## config.mk

```make
export PLATFORM = sky130hd
export DESIGN_NAME = quad_enc_ctrl
export DESIGN_NICKNAME = d
export VERILOG_FILES = /design/src/rtl/quad_enc_ctrl.sv
export SDC_FILE = /design/constraint.sdc
export NUM_CORES = 1
export LEC_CHECK = 0
export CAP_MARGIN = 20
export CORE_AREA = 2 2 204 206
export DETAILED_ROUTE_END_ITERATION = 16
export DIE_AREA = 0 0 206 208
export SLEW_MARGIN = 15
export SYNTH_ARGS = -nofsm -noshare
export SYNTH_HDL_FRONTEND = slang
export SYNTH_SLANG_ARGS = --single-unit
```

## constraint.sdc

```tcl
create_clock -name clk -period 4.32 [get_ports clk]
set_input_delay 0.864 -clock clk [delete_from_list [all_inputs] [get_ports clk]]
set_output_delay 0.864 -clock clk [all_outputs]
set_load 0.01 [all_outputs]
```

## src/rtl/quad_enc_ctrl.sv

```systemverilog
// -----------------------------------------------------------------------------
// quad_enc_ctrl
//
// Sequencing/configuration controller for a 64-bit quadrature encoder counter.
// It sits between the host register file and the encoder counter.
//   - Owns the encoder reset line (enc_resetn).
//   - Executes host commands (zero, arm index capture, clear fault).
//   - Produces periodic, saturated velocity samples.
//   - Keeps a sticky fault flag.
//
// Optional feature (compile-time macro QUAD_ENC_INDEX_AUTOZERO_EN):
//   When defined, an index capture taken in ARMED is followed by a ZERO cycle.
//   The exception is a same-cycle command of NOP (-> IDLE) or ARM (-> ARMED).
//
// Ports:
//   clk, resetn        clock; synchronous active-low reset
//   enc_count[63:0]    signed encoder count
//   enc_faultn         encoder fault, active-low
//   z                  asynchronous index input
//   cmd_valid/cmd_op   host command request (00 NOP/CANCEL, 01 ZERO,
//                      10 ARM_INDEX, 11 CLR_FAULT)
//   cmd_ready          command acceptance
//   sample_period      velocity window in clk cycles (0 disables sampling)
//   enc_resetn         registered synchronous reset to the encoder, active-low
//   velocity           signed count delta over the last window, saturated
//   velocity_valid     one-cycle pulse with a new velocity
//   index_pos          enc_count captured at the index edge
//   index_valid        one-cycle pulse with a new index_pos
//   fault_sticky       latched fault
//   state              controller state (00 IDLE, 01 ZERO, 10 ARMED)
//
// Handshake: a command transfers on a rising clk edge where
// cmd_valid & cmd_ready are both 1. cmd_ready is combinational from the
// registered state and resetn only. cmd_ready never depends on cmd_valid.
// The host may hold cmd_valid until it sees the transfer.
// -----------------------------------------------------------------------------
module quad_enc_ctrl #(
  parameter int VEL_W    = 32,
  parameter int PERIOD_W = 32
) (
  input  logic                       clk,
  input  logic                       resetn,
  input  logic [63:0]                enc_count,
  input  logic                       enc_faultn,
  input  logic                       z,
  input  logic                       cmd_valid,
  input  logic [1:0]                 cmd_op,
  output logic                       cmd_ready,
  input  logic [PERIOD_W-1:0]        sample_period,
  output logic                       enc_resetn,
  output logic signed [VEL_W-1:0]    velocity,
  output logic                       velocity_valid,
  output logic [63:0]                index_pos,
  output logic                       index_valid,
  output logic                       fault_sticky,
  output logic [1:0]                 state
);

  typedef enum logic [1:0] {
    ST_IDLE  = 2'b00,
    ST_ZERO  = 2'b01,
    ST_ARMED = 2'b10
  } state_t;

  localparam logic [1:0] OP_NOP = 2'b00;
  localparam logic [1:0] OP_ZERO = 2'b01;
  localparam logic [1:0] OP_ARM = 2'b10;
  localparam logic [1:0] OP_CLR = 2'b11;

  // Saturation bounds for the 65-bit window difference.
  localparam logic signed [64:0] VEL_MAX = (65'sd1 <<< (VEL_W - 1)) - 65'sd1;
  localparam logic signed [64:0] VEL_MIN = -(65'sd1 <<< (VEL_W - 1));

  state_t                    state_q, state_d;
  logic                      enc_resetn_q, enc_resetn_d;
  logic signed [VEL_W-1:0]   velocity_q, velocity_d;
  logic                      velocity_valid_q, velocity_valid_d;
  logic [63:0]               index_pos_q, index_pos_d;
  logic                      index_valid_q, index_valid_d;
  logic                      fault_sticky_q, fault_sticky_d;
  logic [PERIOD_W-1:0]       win_cnt_q, win_cnt_d;
  logic [63:0]               last_count_q, last_count_d;
  logic                      z_meta_q, z_meta_d;
  logic                      z_sync_q, z_sync_d;
  logic                      z_prev_q, z_prev_d;

  logic                      cmd_fire;
  logic                      index_edge;
  logic                      clr_req;
  logic signed [64:0]        diff;

  assign cmd_ready      = (state_q != ST_ZERO) & resetn;
  assign cmd_fire       = cmd_valid & cmd_ready;
  assign index_edge     = z_sync_q & ~z_prev_q;
  assign diff           = $signed({enc_count[63], enc_count})
                        - $signed({last_count_q[63], last_count_q});

  assign state          = state_q;
  assign enc_resetn     = enc_resetn_q;
  assign velocity       = velocity_q;
  assign velocity_valid = velocity_valid_q;
  assign index_pos      = index_pos_q;
  assign index_valid    = index_valid_q;
  assign fault_sticky   = fault_sticky_q;

  // Next-state and command decode.
  always_comb begin
    state_d       = state_q;
    clr_req       = 1'b0;
    index_pos_d   = index_pos_q;
    index_valid_d = 1'b0;
    case (state_q)
      ST_IDLE: begin
        if (cmd_fire) begin
          case (cmd_op)
            OP_ZERO: state_d = ST_ZERO;
            OP_ARM:  state_d = ST_ARMED;
            OP_CLR:  clr_req = 1'b1;
            default: state_d = ST_IDLE;
          endcase
        end
      end
      ST_ZERO: state_d = ST_IDLE;
      ST_ARMED: begin
        if (index_edge) begin
          index_pos_d   = enc_count;
          index_valid_d = 1'b1;
`ifdef QUAD_ENC_INDEX_AUTOZERO_EN
          state_d = ST_ZERO;
`else
          state_d = ST_IDLE;
`endif
          // A same-cycle command still decides where we go after capture.
          if (cmd_fire) begin
            case (cmd_op)
              OP_NOP:  state_d = ST_IDLE;
              OP_ZERO: state_d = ST_ZERO;
              OP_ARM:  state_d = ST_ARMED;
              default: begin
                clr_req = 1'b1;
`ifdef QUAD_ENC_INDEX_AUTOZERO_EN
                state_d = ST_ZERO;
`else
                state_d = ST_IDLE;
`endif
              end
            endcase
          end
        end else if (cmd_fire) begin
          case (cmd_op)
            OP_NOP:  state_d = ST_IDLE;
            OP_ZERO: state_d = ST_ZERO;
            OP_ARM:  state_d = ST_ARMED;
            default: clr_req = 1'b1;
          endcase
        end
      end
      default: state_d = ST_IDLE;
    endcase
  end

  // The encoder reset is registered from the next state.
  // It is therefore low exactly during the cycle spent in ZERO.
  assign enc_resetn_d = (state_d != ST_ZERO);

  // Index synchronizer: two flops plus a previous-value flop for edge detect.
  assign z_meta_d = z;
  assign z_sync_d = z_meta_q;
  assign z_prev_d = z_sync_q;

  // A fault input ignores ZERO because the encoder is held in reset then.
  // Setting the fault takes priority over clearing it.
  always_comb begin
    fault_sticky_d = fault_sticky_q;
    if (!enc_faultn && (state_q != ST_ZERO)) begin
      fault_sticky_d = 1'b1;
    end else if (clr_req && enc_faultn) begin
      fault_sticky_d = 1'b0;
    end
  end

  // Velocity window.
  // The counter only matches sample_period-1 exactly.
  // A shrunken period therefore lets it run on and wrap without a pulse.
  always_comb begin
    win_cnt_d        = win_cnt_q;
    last_count_d     = last_count_q;
    velocity_d       = velocity_q;
    velocity_valid_d = 1'b0;
    if (state_q == ST_ZERO) begin
      win_cnt_d    = '0;
      last_count_d = '0;
    end else if (sample_period == '0) begin
      win_cnt_d = '0;
    end else if (win_cnt_q == (sample_period - PERIOD_W'(1))) begin
      win_cnt_d        = '0;
      last_count_d     = enc_count;
      velocity_valid_d = 1'b1;
      if (diff > VEL_MAX) begin
        velocity_d = VEL_MAX[VEL_W-1:0];
      end else if (diff < VEL_MIN) begin
        velocity_d = VEL_MIN[VEL_W-1:0];
      end else begin
        velocity_d = diff[VEL_W-1:0];
      end
    end else begin
      win_cnt_d = win_cnt_q + PERIOD_W'(1);
    end
  end

  always_ff @(posedge clk) begin
    if (!resetn) begin
      state_q          <= ST_IDLE;
      enc_resetn_q     <= 1'b0;
      velocity_q       <= '0;
      velocity_valid_q <= 1'b0;
      index_pos_q      <= '0;
      index_valid_q    <= 1'b0;
      fault_sticky_q   <= 1'b0;
      win_cnt_q        <= '0;
      last_count_q     <= '0;
      z_meta_q         <= 1'b0;
      z_sync_q         <= 1'b0;
      z_prev_q         <= 1'b0;
    end else begin
      state_q          <= state_d;
      enc_resetn_q     <= enc_resetn_d;
      velocity_q       <= velocity_d;
      velocity_valid_q <= velocity_valid_d;
      index_pos_q      <= index_pos_d;
      index_valid_q    <= index_valid_d;
      fault_sticky_q   <= fault_sticky_d;
      win_cnt_q        <= win_cnt_d;
      last_count_q     <= last_count_d;
      z_meta_q         <= z_meta_d;
      z_sync_q         <= z_sync_d;
      z_prev_q         <= z_prev_d;
    end
  end

endmodule

```

# Word-level counts from Yosys, hierarchy flattened
# Cells that the tools add are included.
# totals
ff_bits	201
in_bits	103
out_inout_bits	103
word_cells	66
# classes
addsub	3
n_lt_le_gt_ge	2
eq_ne	8
n_mux	19
bitwise_logic	7
n_reduce_logical	15
# ops
cell	count
65-bit by 32-bit > comparator with 1-bit output, second input constant	1
65-bit by 32-bit less-than comparator with 1-bit output, second input constant	1
64-bit by 64-bit subtractor with 65-bit output	1
32-bit two-way mux	2
32-bit by 1-bit adder with 32-bit output, second input constant	1
32-bit equality test	1
32-bit logical NOT	1
32-bit by 1-bit subtractor with 32-bit output, second input constant	1
2-bit case mux with 3 select lines	2
1-bit two-way mux	8
2-bit two-way mux	4
2-bit case mux with 2 select lines	2
2-bit equality test, second input constant	3
2-bit AND reduction	3
3-bit OR reduction	2
2-bit by 1-bit equality test with 1-bit output, second input constant	2
2-bit logical NOT	2
2-bit by 1-bit inequality test with 1-bit output, second input constant	2
1-bit NOT	4
4-bit OR reduction	1
1-bit bitwise AND	3
3-bit AND reduction	1
1-bit logical AND	2
1-bit case mux with 2 select lines	1
other kinds (3)	3

# Depth between registers and ports, before layout
# depth
depth_word	8
mapped_depth	17
depth_no_buf	15

# Least setup slack after synthesis
# OpenSTA, ideal clock, no wires.
# synth_path
path_type	input -> register
from	input port enc_count[0]
to	register velocity_q[14] (netlist: velocity[14])
setup_time_ps	66
t_arrival_ps	4505
required_time_ps	4254
setup_slack_ps	-252
path_stages	17
n_path_buf	2
path_cell_list	inv_1 -> ha_1 -> fa_1 -> nand2b_1 -> a21oi_1 -> o21ai_0 -> a2111oi_1 -> nor4_1 -> a311oi_1 -> o211ai_1 -> or3_1 -> nor4_1 -> a21o_1 -> buf_2 -> buf_2 -> nand2_1 -> a21oi_2
# synth_between
elab_chain_cells	4
elab_cells_between_ends	5
cone_classes	1 x add/sub; 2 x order compare; 2 x mux
# synth_lines
item	line_no	text
start: declaration	43	input logic [63:0] enc_count,
64-bit by 64-bit subtractor with 65-bit output (*)	96	- $signed({last_count_q[63], last_count_q});
65-bit by 32-bit less-than comparator with 1-bit output	201	end else if (diff < VEL_MIN) begin
32-bit two-way mux	201	
32-bit two-way mux (*)	199	if (diff > VEL_MAX) begin
end signal: assignment	228	velocity_q <= velocity_d;
end: declaration	76	logic signed [VEL_W-1:0] velocity_q, velocity_d;
# Mark *: on every way between the ends. The rest lies on a longest branch, timed or not.
# A chain may end at the register's enable or synchronous reset.

# Worst setup path after layout
# layout_path
from	input port enc_count[6]
to	register velocity_q[18] (netlist: velocity[18])
# Same word-level chain as after synthesis.

==> flow_summary.ini <==
[outcome]
status = completed

[placed_design]
post-place-ws_ns = -1.08
gp_congestion = 0.915
hpwl_mm = 39.7
portBuffers = 205
placed_area_um2 = 19600

[sta]
fmax_mhz = 232
whs_ns = 0.438
final-max-slew-violation-count = 0
hold_viol = 0
worst_slew_pin_slew_ns = 0.836
fin_skew_ns = 0.0266
setup_violations = 0
max_slew_margin_pct = 44.3
fin_crit_ns = 4.31
tns_ns = 0
rsz0062_at_grt = yes
fin_ws_ns = 0.00591
period_share_pct = 99.9

[global_route]
antenna_found_initial = 0
grt_overflow_total = 0
track_usage_pct = 22.8
grt_pass1_vias = 14947
grt_max_degree = 72
grt_pass1_wl_mm = 78.9

[synthesis]
ys_ff_latch = 201
synth_area_per_cell_um2 = 7.63
synth.distinct_cells = 80
synth_ff_type = dfxtp_1
yosysWarningCount = 0
synth_seq_area_share_pct = 28.7
synthArstFlopShare_pct = 0
synth_cells = 1839
syn_nets = 2010
syn_area_um2 = 14000
synth_edf_count = 0

[critical_path]
path_max_fanout = 6
cp_cell_sequence = clkdlybuf4s50_1 -> ha_4 -> a21oi_2 -> a211oi_1 -> o21ai_1 -> buf_4 -> a2111oi_1 -> o21ai_0 -> a21boi_0 -> nor2b_1 -> nor4_2 -> nand4_1 -> or3_1 -> and3_2 -> o21a_1
max_stage_delay_ns = 0.50
cp-start-kind = input pin
cp.arrival_ns = 4.77
reg2reg_slack_ns = 0.31
worstSetupEndpointType = flip-flop
critical_path_required_ns = 4.78
cp_slowest_cell = a2111oi_1
crit_type = input pin to flip-flop

[floorplanning]
start_util_pct = 34.6
die_h_um = 208
core_um2 = 40600
ios = 206
rows = 74
die_area_um2 = 42800
die_width_um = 206

[pwr]
ir_worst_vdd_uv = 247
p_leak_nw = 8.25
cellPowerDensity_nw_per_um2 = 234

[routing]
vias_per_cell = 5.11
wire_per_inst_um = 17.2
routed_wirelength_mm = 51.4
vias = 15259
initialDrtViolationCount = 712
ant_nets = 0
drc = 0
drt_first_pass_iters = 5

[clocking]
path_clk_slew_ns = 0.06
clockRootBuffer = clkbuf_16
htreeDepth = 1
clock_path_buffers = 3
clkSinkCount = 201
insertion_delay_ns = 0.57
cts_buffers = 24
cts_tree = yes
postCtsHoldBufs = 0

[flow_run]
drv_cap = 0

[final_layout]
final_common_cell = buf_4
area_growth_pct = 54.1
insertedDiodeCount = 0
stdcell_area_um2 = 21600
final_cell_mix = buf_4, nand2_1, dfxtp_1
drive_gt1_share_pct = 27.6
fin_nets = 2606

[worst_hold_path]
min_path_type = flip-flop to flip-flop
==> through the flow <==
step | util, % | cells | total power, W
after detailed placement | 48.4 | 2921 | 0.00297
after floorplan | - | 1839 | 0.00238
after global routing | 53.3 | 2985 | 0.00528
after CTS | 51.6 | 2975 | 0.00506
after global placement | 48.4 | 2921 | 0.00296
final | 53.3 | 2985 | 0.00505
==> state kept, by name, indices dropped and copies added, names as in the netlist <==
register        cells
z_prev_d            1
z_prev_q            1
enc_resetn          1
last_count_q       64
velocity           32
velocity_valid      1
index_valid         1
z_meta_q            1
fault_sticky        1
win_cnt_q          32
index_pos          64
state               2
==> area by class of cell <==
type	instances	area (um2)
clock buffer	34	678
clock inverter	10	110
fill	3911	18900
inverter	82	308
multi-input combinational	1463	10000
sequential	201	4020
tap	532	666
timing repair buffer	663	5800
==> worst paths after layout <==
kind	start	endpoint	cells past startpoint
min reg2reg	z_meta_q$_SDFF_PN0_	z_prev_d$_SDFF_PN0_	1
max reg2reg	last_count_q[2]$_SDFFE_PN0P_	velocity[10]$_SDFFE_PN0P_	18
max	enc_count[6]	velocity[18]$_SDFFE_PN0P_	15
min	z_meta_q$_SDFF_PN0_	z_prev_d$_SDFF_PN0_	1
==> critical path, delay by kind of cell <==
| family | cells | cell delay (ns) |
|---|---|---|
| compound gates | 7 | 1.66 |
| simple gates | 5 | 1.28 |
| buf+inv | 2 | 0.65 |
| fa+ha+maj | 1 | 0.32 |
==> repair_timing <==
| item | in CTS | in global routing |
|---|---|---|
| resized for setup | 94 | 102 |
| setup buffers | 8 | 7 |
| gates cloned | 2 | 4 |
| endpoints found under the setup margin | 87 | 96 |
| pin swaps | 34 | 38 |
==> layer usage <==
metal	routed length, um	vias to the layer above	GRT usage (%)
li1	-	7667	-
met2	24200	318	38.2
met4	1310	0	6.26
met5	0	-	0
met3	2330	68	2.77
met1	23600	7206	30.8
==> power by group <==
group | switching [W] | internal, W | total [W]
Combinational | 0.000586 | 0.000579 | 0.00116
Clock | 0.000853 | 0.00116 | 0.00202
Sequential | 0.00000624 | 0.00186 | 0.00187
Total | 0.00145 | 0.00360 | 0.00505
==> synthesized netlist by cell type, types with 16 or more instances <==
| library cell | n | area, um2 |
|---|---|---|
| xnor2_1 | 64 | 561 |
| ha_1 | 67 | 838 |
| nor4_1 | 26 | 163 |
| a21oi_1 | 147 | 736 |
| a21o_1 | 20 | 150 |
| clkbuf_1 | 73 | 274 |
| o21ai_0 | 85 | 425 |
| mux2i_1 | 72 | 721 |
| nor3_1 | 32 | 160 |
| nand4_1 | 47 | 294 |
| nand3_1 | 37 | 185 |
| a21boi_0 | 68 | 510 |
| a21oi_2 | 29 | 254 |
| dfxtp_1 | 201 | 4020 |
| nand2_1 | 271 | 1020 |
| o211ai_1 | 17 | 128 |
| nor2_1 | 189 | 709 |
| nor2b_1 | 16 | 100 |
| xor2_1 | 49 | 429 |
| inv_1 | 82 | 308 |
==> cell families after synthesis <==
| kind of cell | count (synthesis) | synth area share [%] |
|---|---|---|
| simple gates | 747 | 25.6 |
| compound gates | 461 | 21.2 |
| flops | 201 | 28.7 |
| buf+inv | 175 | 6.06 |
| xor+xnor | 113 | 7.06 |
| mux | 74 | 5.30 |
| fa+ha+maj | 68 | 6.12 |
Note: power is estimated with default switching activity, not from simulation.
